[config.mk]
export PLATFORM = sky130hd
export DESIGN_NAME = corr_accum
export DESIGN_NICKNAME = d
export VERILOG_FILES = /design/src/rtl/corr_accum.sv
export SDC_FILE = /design/constraint.sdc
export NUM_CORES = 1
export LEC_CHECK = 0
export BUFFER_PORTS_ARGS = -buffer_cell sky130_fd_sc_hd__buf_2
export CAP_MARGIN = 5
export CELL_PAD_IN_SITES_DETAIL_PLACEMENT = 0
export CELL_PAD_IN_SITES_GLOBAL_PLACEMENT = 1
export CORE_MARGIN = 1
export CORE_UTILIZATION = 49
export CTS_BUF_LIST = sky130_fd_sc_hd__clkbuf_4
export CTS_CLUSTER_SIZE = 40
export DETAILED_ROUTE_END_ITERATION = 8
export GPL_TIMING_DRIVEN = 0
export MAX_ROUTING_LAYER = met4
export PLACE_DENSITY_LB_ADDON = 0.1
export SETUP_SLACK_MARGIN = 0.3
export SYNTH_ARGS = -nofsm -noshare
export SYNTH_HDL_FRONTEND = slang
export SYNTH_SLANG_ARGS = --single-unit
export TNS_END_PERCENT = 30
[constraint.sdc]
create_clock -name clk -period 4.7 [get_ports clk]
set_input_delay 0.235 -clock clk [delete_from_list [all_inputs] [get_ports clk]]
set_output_delay 0.235 -clock clk [all_outputs]
set_load 0.02 [all_outputs]
[src/rtl/corr_accum.sv]
// -----------------------------------------------------------------------------
// corr_accum -- per-channel early/prompt/late correlator and accumulator.
//
// Purpose:
//   Multiplies carrier-wiped I/Q baseband samples by the early, prompt and late
//   C/A chips (chip=1 -> +1, chip=0 -> -1) and integrates the six products
//   over one code period. On dump_enable the six sums move into host-readable
//   output registers and integration restarts from zero. A sample that arrives
//   on the dump edge belongs to the period being closed.
//
// Build option:
//   CORR_ACCUM_SAT_EN -- when defined, every accumulator add saturates and
//   sat_flag reports whether any add saturated in the last dumped period.
//   When undefined, adds wrap modulo 2^ACC_W and sat_flag is tied to 0.
//
// Ports:
//   clk           system clock
//   rstn          synchronous active-low reset
//   chan_clear    synchronous clear of accumulators, outputs and flags
//   sample_valid  i_sample/q_sample valid this cycle
//   i_sample      signed in-phase sample, SAMPLE_W bits
//   q_sample      signed quadrature sample, SAMPLE_W bits
//   early/prompt/late  C/A chips aligned with sample_valid
//   dump_enable   code-period boundary pulse
//   read_ack      host has read the dump registers
//   i_early..q_late  signed dumped sums, ACC_W bits each
//   acc_valid     a new dump is waiting to be read
//   missed_dump   sticky: a dump overwrote unread data
//   sat_flag      saturation occurred in the last dumped period
// -----------------------------------------------------------------------------
module corr_accum #(
  parameter int SAMPLE_W = 3,
  parameter int ACC_W    = 16
) (
  input  logic                       clk,
  input  logic                       rstn,
  input  logic                       chan_clear,
  input  logic                       sample_valid,
  input  logic signed [SAMPLE_W-1:0] i_sample,
  input  logic signed [SAMPLE_W-1:0] q_sample,
  input  logic                       early,
  input  logic                       prompt,
  input  logic                       late,
  input  logic                       dump_enable,
  input  logic                       read_ack,
  output logic signed [ACC_W-1:0]    i_early,
  output logic signed [ACC_W-1:0]    q_early,
  output logic signed [ACC_W-1:0]    i_prompt,
  output logic signed [ACC_W-1:0]    q_prompt,
  output logic signed [ACC_W-1:0]    i_late,
  output logic signed [ACC_W-1:0]    q_late,
  output logic                       acc_valid,
  output logic                       missed_dump,
  output logic                       sat_flag
);

  // Accumulator slot order: i_early, q_early, i_prompt, q_prompt, i_late, q_late
  localparam int N_ACC = 6;

  // Sample times chip sign. The sample is widened by one bit before negation
  // so the most negative code (-2^(SAMPLE_W-1)) negates without overflow.
  function automatic logic signed [ACC_W-1:0] chip_product(
    input logic signed [SAMPLE_W-1:0] smp,
    input logic                       chip
  );
    logic signed [SAMPLE_W:0] ext_v;
    ext_v = {smp[SAMPLE_W-1], smp};
    if (chip) begin
      ext_v = ext_v;
    end else begin
      ext_v = -ext_v;
    end
    return {{(ACC_W-SAMPLE_W-1){ext_v[SAMPLE_W]}}, ext_v};
  endfunction

`ifdef CORR_ACCUM_SAT_EN
  // Saturating add. Returns {saturated, result}; overflow is detected from
  // disagreement between the two top bits of a one-bit-wider sum.
  function automatic logic [ACC_W:0] sat_add(
    input logic signed [ACC_W-1:0] a,
    input logic signed [ACC_W-1:0] b
  );
    logic [ACC_W:0] wide_v;
    logic [ACC_W:0] res_v;
    wide_v = {a[ACC_W-1], a} + {b[ACC_W-1], b};
    if (wide_v[ACC_W] != wide_v[ACC_W-1]) begin
      if (wide_v[ACC_W]) begin
        res_v = {1'b1, 1'b1, {(ACC_W-1){1'b0}}};
      end else begin
        res_v = {1'b1, 1'b0, {(ACC_W-1){1'b1}}};
      end
    end else begin
      res_v = {1'b0, wide_v[ACC_W-1:0]};
    end
    return res_v;
  endfunction
`endif

  logic signed [ACC_W-1:0] prod_s [N_ACC];
  logic signed [ACC_W-1:0] sum_s  [N_ACC];
  logic signed [ACC_W-1:0] acc_r  [N_ACC];
  logic signed [ACC_W-1:0] out_r  [N_ACC];
  logic                    acc_valid_r;
  logic                    missed_dump_r;
  logic                    ack_s;

  // Only acknowledge when there is something to acknowledge.
  assign ack_s = read_ack & acc_valid_r;

  // Six chip products for the current sample.
  always_comb begin
    prod_s[0] = chip_product(i_sample, early);
    prod_s[1] = chip_product(q_sample, early);
    prod_s[2] = chip_product(i_sample, prompt);
    prod_s[3] = chip_product(q_sample, prompt);
    prod_s[4] = chip_product(i_sample, late);
    prod_s[5] = chip_product(q_sample, late);
  end

`ifdef CORR_ACCUM_SAT_EN
  logic [N_ACC-1:0] sat_hit_s;
  logic             any_sat_s;
  logic             sat_int_r;
  logic             sat_flag_r;

  // Next accumulator value with saturation; sat_hit_s marks clamped adds.
  always_comb begin
    for (int k = 0; k < N_ACC; k++) begin
      sum_s[k]     = acc_r[k];
      sat_hit_s[k] = 1'b0;
      if (sample_valid) begin
        {sat_hit_s[k], sum_s[k]} = sat_add(acc_r[k], prod_s[k]);
      end else begin
        sum_s[k]     = acc_r[k];
        sat_hit_s[k] = 1'b0;
      end
    end
  end

  assign any_sat_s = |sat_hit_s;

  // Per-period saturation tracker; a clamp on the dump edge counts for the
  // closing period, so it is folded into sat_flag rather than the new period.
  always_ff @(posedge clk) begin
    if (!rstn) begin
      sat_int_r  <= 1'b0;
      sat_flag_r <= 1'b0;
    end else if (chan_clear) begin
      sat_int_r  <= 1'b0;
      sat_flag_r <= 1'b0;
    end else if (dump_enable) begin
      sat_flag_r <= sat_int_r | any_sat_s;
      sat_int_r  <= 1'b0;
    end else begin
      sat_int_r  <= sat_int_r | any_sat_s;
    end
  end

  assign sat_flag = sat_flag_r;
`else
  // Next accumulator value, two's-complement wrap.
  always_comb begin
    for (int k = 0; k < N_ACC; k++) begin
      sum_s[k] = acc_r[k];
      if (sample_valid) begin
        sum_s[k] = acc_r[k] + prod_s[k];
      end else begin
        sum_s[k] = acc_r[k];
      end
    end
  end

  assign sat_flag = 1'b0;
`endif

  // Working accumulators: restart at zero on dump, otherwise integrate.
  always_ff @(posedge clk) begin
    if (!rstn) begin
      for (int k = 0; k < N_ACC; k++) acc_r[k] <= {ACC_W{1'b0}};
    end else if (chan_clear) begin
      for (int k = 0; k < N_ACC; k++) acc_r[k] <= {ACC_W{1'b0}};
    end else if (dump_enable) begin
      for (int k = 0; k < N_ACC; k++) acc_r[k] <= {ACC_W{1'b0}};
    end else if (sample_valid) begin
      for (int k = 0; k < N_ACC; k++) acc_r[k] <= sum_s[k];
    end
  end

  // Dump registers: capture the closing period including any same-edge sample.
  always_ff @(posedge clk) begin
    if (!rstn) begin
      for (int k = 0; k < N_ACC; k++) out_r[k] <= {ACC_W{1'b0}};
    end else if (chan_clear) begin
      for (int k = 0; k < N_ACC; k++) out_r[k] <= {ACC_W{1'b0}};
    end else if (dump_enable) begin
      for (int k = 0; k < N_ACC; k++) out_r[k] <= sum_s[k];
    end
  end

  // Host handshake: a dump sets acc_valid even if acknowledged on the same
  // edge; missed_dump only sets when unread data is overwritten without ack.
  always_ff @(posedge clk) begin
    if (!rstn) begin
      acc_valid_r   <= 1'b0;
      missed_dump_r <= 1'b0;
    end else if (chan_clear) begin
      acc_valid_r   <= 1'b0;
      missed_dump_r <= 1'b0;
    end else begin
      if (dump_enable) begin
        acc_valid_r <= 1'b1;
      end else if (ack_s) begin
        acc_valid_r <= 1'b0;
      end
      if (dump_enable && acc_valid_r && !read_ack) begin
        missed_dump_r <= 1'b1;
      end else if (ack_s) begin
        missed_dump_r <= 1'b0;
      end
    end
  end

  assign i_early     = out_r[0];
  assign q_early     = out_r[1];
  assign i_prompt    = out_r[2];
  assign q_prompt    = out_r[3];
  assign i_late      = out_r[4];
  assign q_late      = out_r[5];
  assign acc_valid   = acc_valid_r;
  assign missed_dump = missed_dump_r;

endmodule

==> results.yml, run 1 <==
run_status:
  status: "complete, no violations"
placement:
  place_hpwl_um: 25100
  gp_congestion: 0.882
  dpl.cell_count: 1685
  io_buffers: 107
global_route:
  grtUsageTotal_pct: 27.8
  grt_pass1_wl_um: 54100
  grt_pass1_vias: 9508
  antenna_found_initial: 3
  gr-total-overflow: 0
  grt_max_degree: 54
detailed_routing:
  drtIter0Drc: 901
  wirelength_um: 35300
  wl_per_cell_um: 20.5
  drc_errors: 0
  ant_nets: 0
  dr.pass1.iters: 5
  viasPerCell: 5.89
  vias: 10157
logic_synthesis:
  synth_area_mm2: 0.0129
  synthTopCellsByArea: "edfxtp_1 (45%), ha_1 (10%), nor2_1 (4.8%), a21oi_1 (3.2%), xnor2_1 (2.7%)"
  yosys_warnings: 0
  synth_cells: 1246
  synth_commonest_cells: "edfxtp_1 (192), nor2_1 (164), ha_1 (104), a21oi_1 (82), nand2_1 (77)"
  synth_top_area_share_pct: 44.8
  synthArstFlopShare_pct: 0
  synth-edff-count: 192
  yosysMostFrequentCell: "edfxtp_1"
  synth_cell_types: 74
  synth_top_area_cell: "edfxtp_1"
  synthFlopType: "edfxtp_1"
  ys_seq_area_share_pct: 45.1
  synth.avg_cell_area_um2: 10.3
  ys_ff_latch: 194
  synthesis.nets: 1371
cts:
  cts_sinks: 194
  cts-resized-gates: 0
  cts_tree: "done"
  clock_path_buffers: 2
  cts_hold_buf: 4
  cts.root.buffer_cell: "clkbuf_4"
  clk_pin_slew_ns: 0.17
  insertion_delay_ns: 0.61
  numCtsBuffers: 17
  post_cts_buffers: 0
  cts-htree-levels: 4
sta:
  setup_viol: 0
  max_slew_margin_pct: 29.9
  fin_setup_tns_ns: 0
  rsz0062_at_grt: "no"
  finalHoldViolations: 0
  worst_pin_slew_ns: 1.05
  fmax_mhz: 309
  drv_slew: 0
  min_period_ns: 3.23
  fin_worst_skew_ns: 0.0276
  fin_crit_sh_pct: 68.8
die:
  num_rows: 58
  die_area_mm2: 0.0269
  die_h_um: 164
  start_util_pct: 50.5
  die_w_um: 164
  boundaryPins: 114
  core_area_mm2: 0.0255
finish:
  instances_no_fill: 1724
  syn_to_final_growth_pct: 10.3
  drive_above_1_share_pct: 13.2
  layout.nets: 1503
worst_setup_path:
  cp_max_fo: 15
  critPathArrivalTime_ns: 3.64
  worstSetupStartpointType: "primary input"
  critPathCaptureType: "register"
  worst-setup-path-type: "primary input to register"
  cp.required_ns: 5.11
job:
  drv_cap: 0
power_and_ir_drop:
  peakVddDrop_mv: 0.156
  power.leakage_nw: 6.38
  total_power_mw: 3.85
  p_per_area_mw_per_mm2: 271
hold_path:
  hold_class: "primary input to register"
per-layer routing:
layer  track usage, %  routed length, um  vias up
li1                 -                  -     4883
met1             38.7              16500     4880
met3             3.69               2220       56
met5                -                  0        -
met2             42.3              15700      338
met4             7.95                798        0
worst max-delay path: stages:
cell and delay (ns):
clkbuf_1 0.34, nor3_1 0.11, a21oi_1 0.31, inv_1 0.37, ha_1 0.40, buf_6 0.14, a21oi_1 0.28, nand2b_1 0.19
nand2b_1 0.11, a2111oi_0 0.40, a21oi_1 0.18, mux2i_1 0.22, mux2i_1 0.36
registers in the layout (all words and copies together), names as in the netlist:
name / count
missed_dump: 1
out_r: 96
acc_r: 96
acc_valid: 1
cells by family after synthesis:
logic type	Yosys count	share of synthesized area [%]
buffers and inverters	87	3.15
multiplexers	34	2.71
other	1	0.0292
adder cells (fa/ha/maj)	110	11.1
AO/OA/AOI/OAI	321	16.9
flip-flops	194	45.1
XOR/XNOR	76	5.39
AND/OR/NAND/NOR	423	15.6
layout make-up:
type | count | area, um^2
Buffer | 56 | 289
Tap cell | 330 | 413
Inverter | 31 | 119
Clock buffer | 18 | 135
Multi-Input combinational cell | 965 | 6660
Antenna cell | 3 | 7.51
Fill cell | 2333 | 11300
Sequential cell | 194 | 5810
Clock inverter | 14 | 129
Timing Repair Buffer | 113 | 631
per-stage QoR:
step           hold slack, ns  setup WS (ns)  util [%]  cell area [um^2]
3_3_place_gp            0.441          -1.37      54.2             13800
2_1_floorplan           0.335           1.37         -             12900
5_1_grt                 0.182           1.25      55.7             14200
6_report                0.182           1.47      55.7             14200
3_5_place_dp            0.443          0.897      54.5             13900
4_1_cts                 0.153           1.54      55.7             14200
where the power goes:
| part | leakage, nW | total (mW) | internal, mW | switching (mW) |
|---|---|---|---|---|
| clock | 0.143 | 0.925 | 0.278 | 0.647 |
| combinational | 3.96 | 0.903 | 0.327 | 0.576 |
| sequential | 2.28 | 2.02 | 1.98 | 0.0365 |
path summary, 6_finish.rpt:
check / from / endpoint / slack [ns] / cells past startpoint
setup / recovery: late / out_r[4][15]$_SDFFCE_PN0P_ / 1.47 / 13
hold / removal: i_sample[0] / acc_r[2][0]$_SDFFCE_PN0P_ / 0.18 / 4
setup reg to reg: acc_r[3][0]$_SDFFCE_PN0P_ / out_r[3][12]$_SDFFCE_PN0P_ / 1.67 / 9
hold reg to reg: acc_r[5][11]$_SDFFCE_PN0P_ / out_r[5][11]$_SDFFCE_PN0P_ / 0.61 / 2
layout by cell type, fill, tap and decap left out, types with 5 or more instances in the layout:
| cell | n |
|---|---|
| edfxtp_1 | 192 |
| nor2_1 | 164 |
| buf_2 | 109 |
| ha_1 | 104 |
| a21oi_1 | 82 |
| nand2_1 | 76 |
| a21o_1 | 45 |
| o21ai_0 | 45 |
| xnor2_1 | 40 |
| o21a_1 | 39 |
| xor2_1 | 34 |
| clkbuf_1 | 33 |
| nand3_1 | 33 |
| inv_1 | 30 |
| nor2b_1 | 28 |
| nor3_1 | 27 |
| mux2i_1 | 27 |
| a211oi_1 | 25 |
| and3_1 | 23 |
| clkbuf_4 | 18 |
| and2_1 | 17 |
| nand2b_1 | 11 |
| buf_1 | 11 |
| o211ai_1 | 11 |
| or3_1 | 11 |
| a31oi_1 | 10 |
| o21bai_1 | 9 |
| mux2_2 | 7 |
| nand4_1 | 7 |
| o22ai_1 | 7 |
| fa_1 | 6 |
| o31ai_1 | 5 |
| clkbuf_8 | 5 |
(Power assumes the default switching activity.)
==> run 2: changes to the inputs <==
--- a/config.mk
+++ b/config.mk
@@ -10,7 +10,7 @@
 export CELL_PAD_IN_SITES_DETAIL_PLACEMENT = 0
 export CELL_PAD_IN_SITES_GLOBAL_PLACEMENT = 1
 export CORE_MARGIN = 1
-export CORE_UTILIZATION = 49
+export CORE_UTILIZATION = 45
 export CTS_BUF_LIST = sky130_fd_sc_hd__clkbuf_4
 export CTS_CLUSTER_SIZE = 40
 export DETAILED_ROUTE_END_ITERATION = 8
==> constraint.sdc (replaced) <==
create_clock -name clk -period 2.7 [get_ports clk]
set_input_delay 0.135 -clock clk [delete_from_list [all_inputs] [get_ports clk]]
set_output_delay 0.135 -clock clk [all_outputs]
set_load 0.02 [all_outputs]
==> results.yml, run 2 (synthesized netlist as in run 1, its figures left out) <==
die:
  die_h_um: 171
  die_w_um: 171
  die_area_mm2: 0.0293
  core_area_mm2: 0.0279
  start_util_pct: 46.0
  num_rows: 61
  boundaryPins: 114
finish:
  syn_to_final_growth_pct: 22.5
  reg_top3: "acc_r (96), out_r (96)"
  layout.nets: 1543
  final_common_cell: "edfxtp_1"
  drive_above_1_share_pct: 26.5
  most-common-layout-cells: "edfxtp_1 (192), nor2_1 (159), buf_2 (107)"
global_route:
  grt_max_degree: 81
  grt_pass1_wl_um: 55400
  gr-total-overflow: 0
  antenna_found_initial: 1
  grt_pass1_vias: 9700
  grtUsageTotal_pct: 26.0
cts:
  clock_path_buffers: 2
  cts.root.buffer_cell: "clkbuf_4"
  cts_tree: "done"
  numCtsBuffers: 17
  clk_pin_slew_ns: 0.19
  insertion_delay_ns: 0.64
  cts-htree-levels: 4
  cts_sinks: 194
placement:
  place_ws_ns: -1.44
  io_buffers: 107
  gp_congestion: 0.890
  place_hpwl_um: 25300
detailed_routing:
  drc_errors: 0
  wirelength_um: 36700
  ant_nets: 0
  drtIter0Drc: 788
  viasPerCell: 5.72
  wl_per_cell_um: 20.3
  vias: 10360
  dr.pass1.iters: 5
worst_setup_path:
  critPathArrivalTime_ns: 3.27
  cp.required_ns: 3.21
  cp_max_fo: 4
  reg2reg_setup_slack_ns: -0.07
  reg2reg_depth: 9
  worstSetupStartpointType: "register"
  worst-setup-path-type: "register to register"
  critPathCaptureType: "register"
sta:
  rsz0062_at_grt: "yes"
  drv_slew: 0
  fin_crit_sh_pct: 102
  fmax_mhz: 362
  setup_ws_ns: -0.0654
  holdWs_ns: 0.0878
  max_slew_margin_pct: 30.2
  finalHoldViolations: 0
  worst_pin_slew_ns: 1.05
  min_period_ns: 2.77
  fin_setup_tns_ns: -0.121
  setup_viol: 4
  fin_worst_skew_ns: 0.0331
power_and_ir_drop:
  peakVddDrop_mv: 0.251
  p_per_area_mw_per_mm2: 455
  total_power_mw: 7.18
  power.leakage_nw: 6.80
run_status:
  status: "finished with violations"
  violations: "negative setup slack"
job:
  drv_cap: 0
hold_path:
  hold_class: "primary input to register"
  whs_path_depth: 3
==> run 2: cell types whose count changed in the layout (fill, tap and decap cells not counted), sizes merged <==
cell,delta
buf,+39
bufinv,+1
clkbuf,-1
clkdlybuf4s15,+1
clkinv,-1
clkinvlp,+2
diode,-1
inv,-1
==> run 2: repair_timing <==
action	in CTS	in global routing
endpoints found under the hold margin	2	0
gates resized for setup	113	70
pin swaps	108	124
buffers inserted	11	29
endpoints found under the setup margin	185	87
hold buffers	4	0
==> run 2: final timing paths <==
path	startpoint	endpoint
worst max-delay path	acc_r[2][0]$_SDFFCE_PN0P_	out_r[2][12]$_SDFFCE_PN0P_
worst min-delay path	dump_enable	acc_r[5][1]$_SDFFCE_PN0P_
worst max register to register	acc_r[2][0]$_SDFFCE_PN0P_	out_r[2][12]$_SDFFCE_PN0P_
worst min register to register	acc_r[5][13]$_SDFFCE_PN0P_	out_r[5][13]$_SDFFCE_PN0P_
==> run 2: cell type report <==
cell class	instances	area [um^2]
inverters	31	129
multi-input cells	965	7750
clock buffers	17	128
fillers	2530	12200
well taps	378	473
repair buffers	153	955
diodes	2	5.00
plain buffers	56	322
flip-flops and latches	194	5810
clock inverters	15	191
==> run 2: routing by layer <==
metal / up-vias / global-route usage [%] / wire length, um
li1: 4957 / - / -
met1: 5075 / 34.9 / 16900
met2: 290 / 41.3 / 17400
met3: 38 / 4.14 / 1840
met4: 0 / 5.94 / 533
met5: - / - / 0
==> run 2: where the power goes <==
group | internal [mW] | leakage (nW) | switching, mW
sequential | 3.45 | 2.28 | 0.0688
combinational | 0.732 | 4.36 | 1.15
clock | 0.598 | 0.165 | 1.18
==> run 2: worst max-delay path, stage by stage, from the launching register on <==
cell and delay, ns:
edfxtp_1 0.46, ha_4 0.20, fa_2 0.36, a21o_1 0.20, a21oi_2 0.19, o21ai_2 0.09
a221o_2 0.47, a21o_1 0.22, a2111o_1 0.38, nand3_2 0.08
==> run 2: per-stage QoR <==
step / util, % / instances / cell area, um^2
6_report: 56.4 / 1811 / 15800
5_1_grt: 56.4 / 1811 / 15800
2_1_floorplan: - / 1246 / 13100
4_1_cts: 54.2 / 1780 / 15100
3_3_place_gp: 50.5 / 1731 / 14100
3_5_place_dp: 50.7 / 1733 / 14200
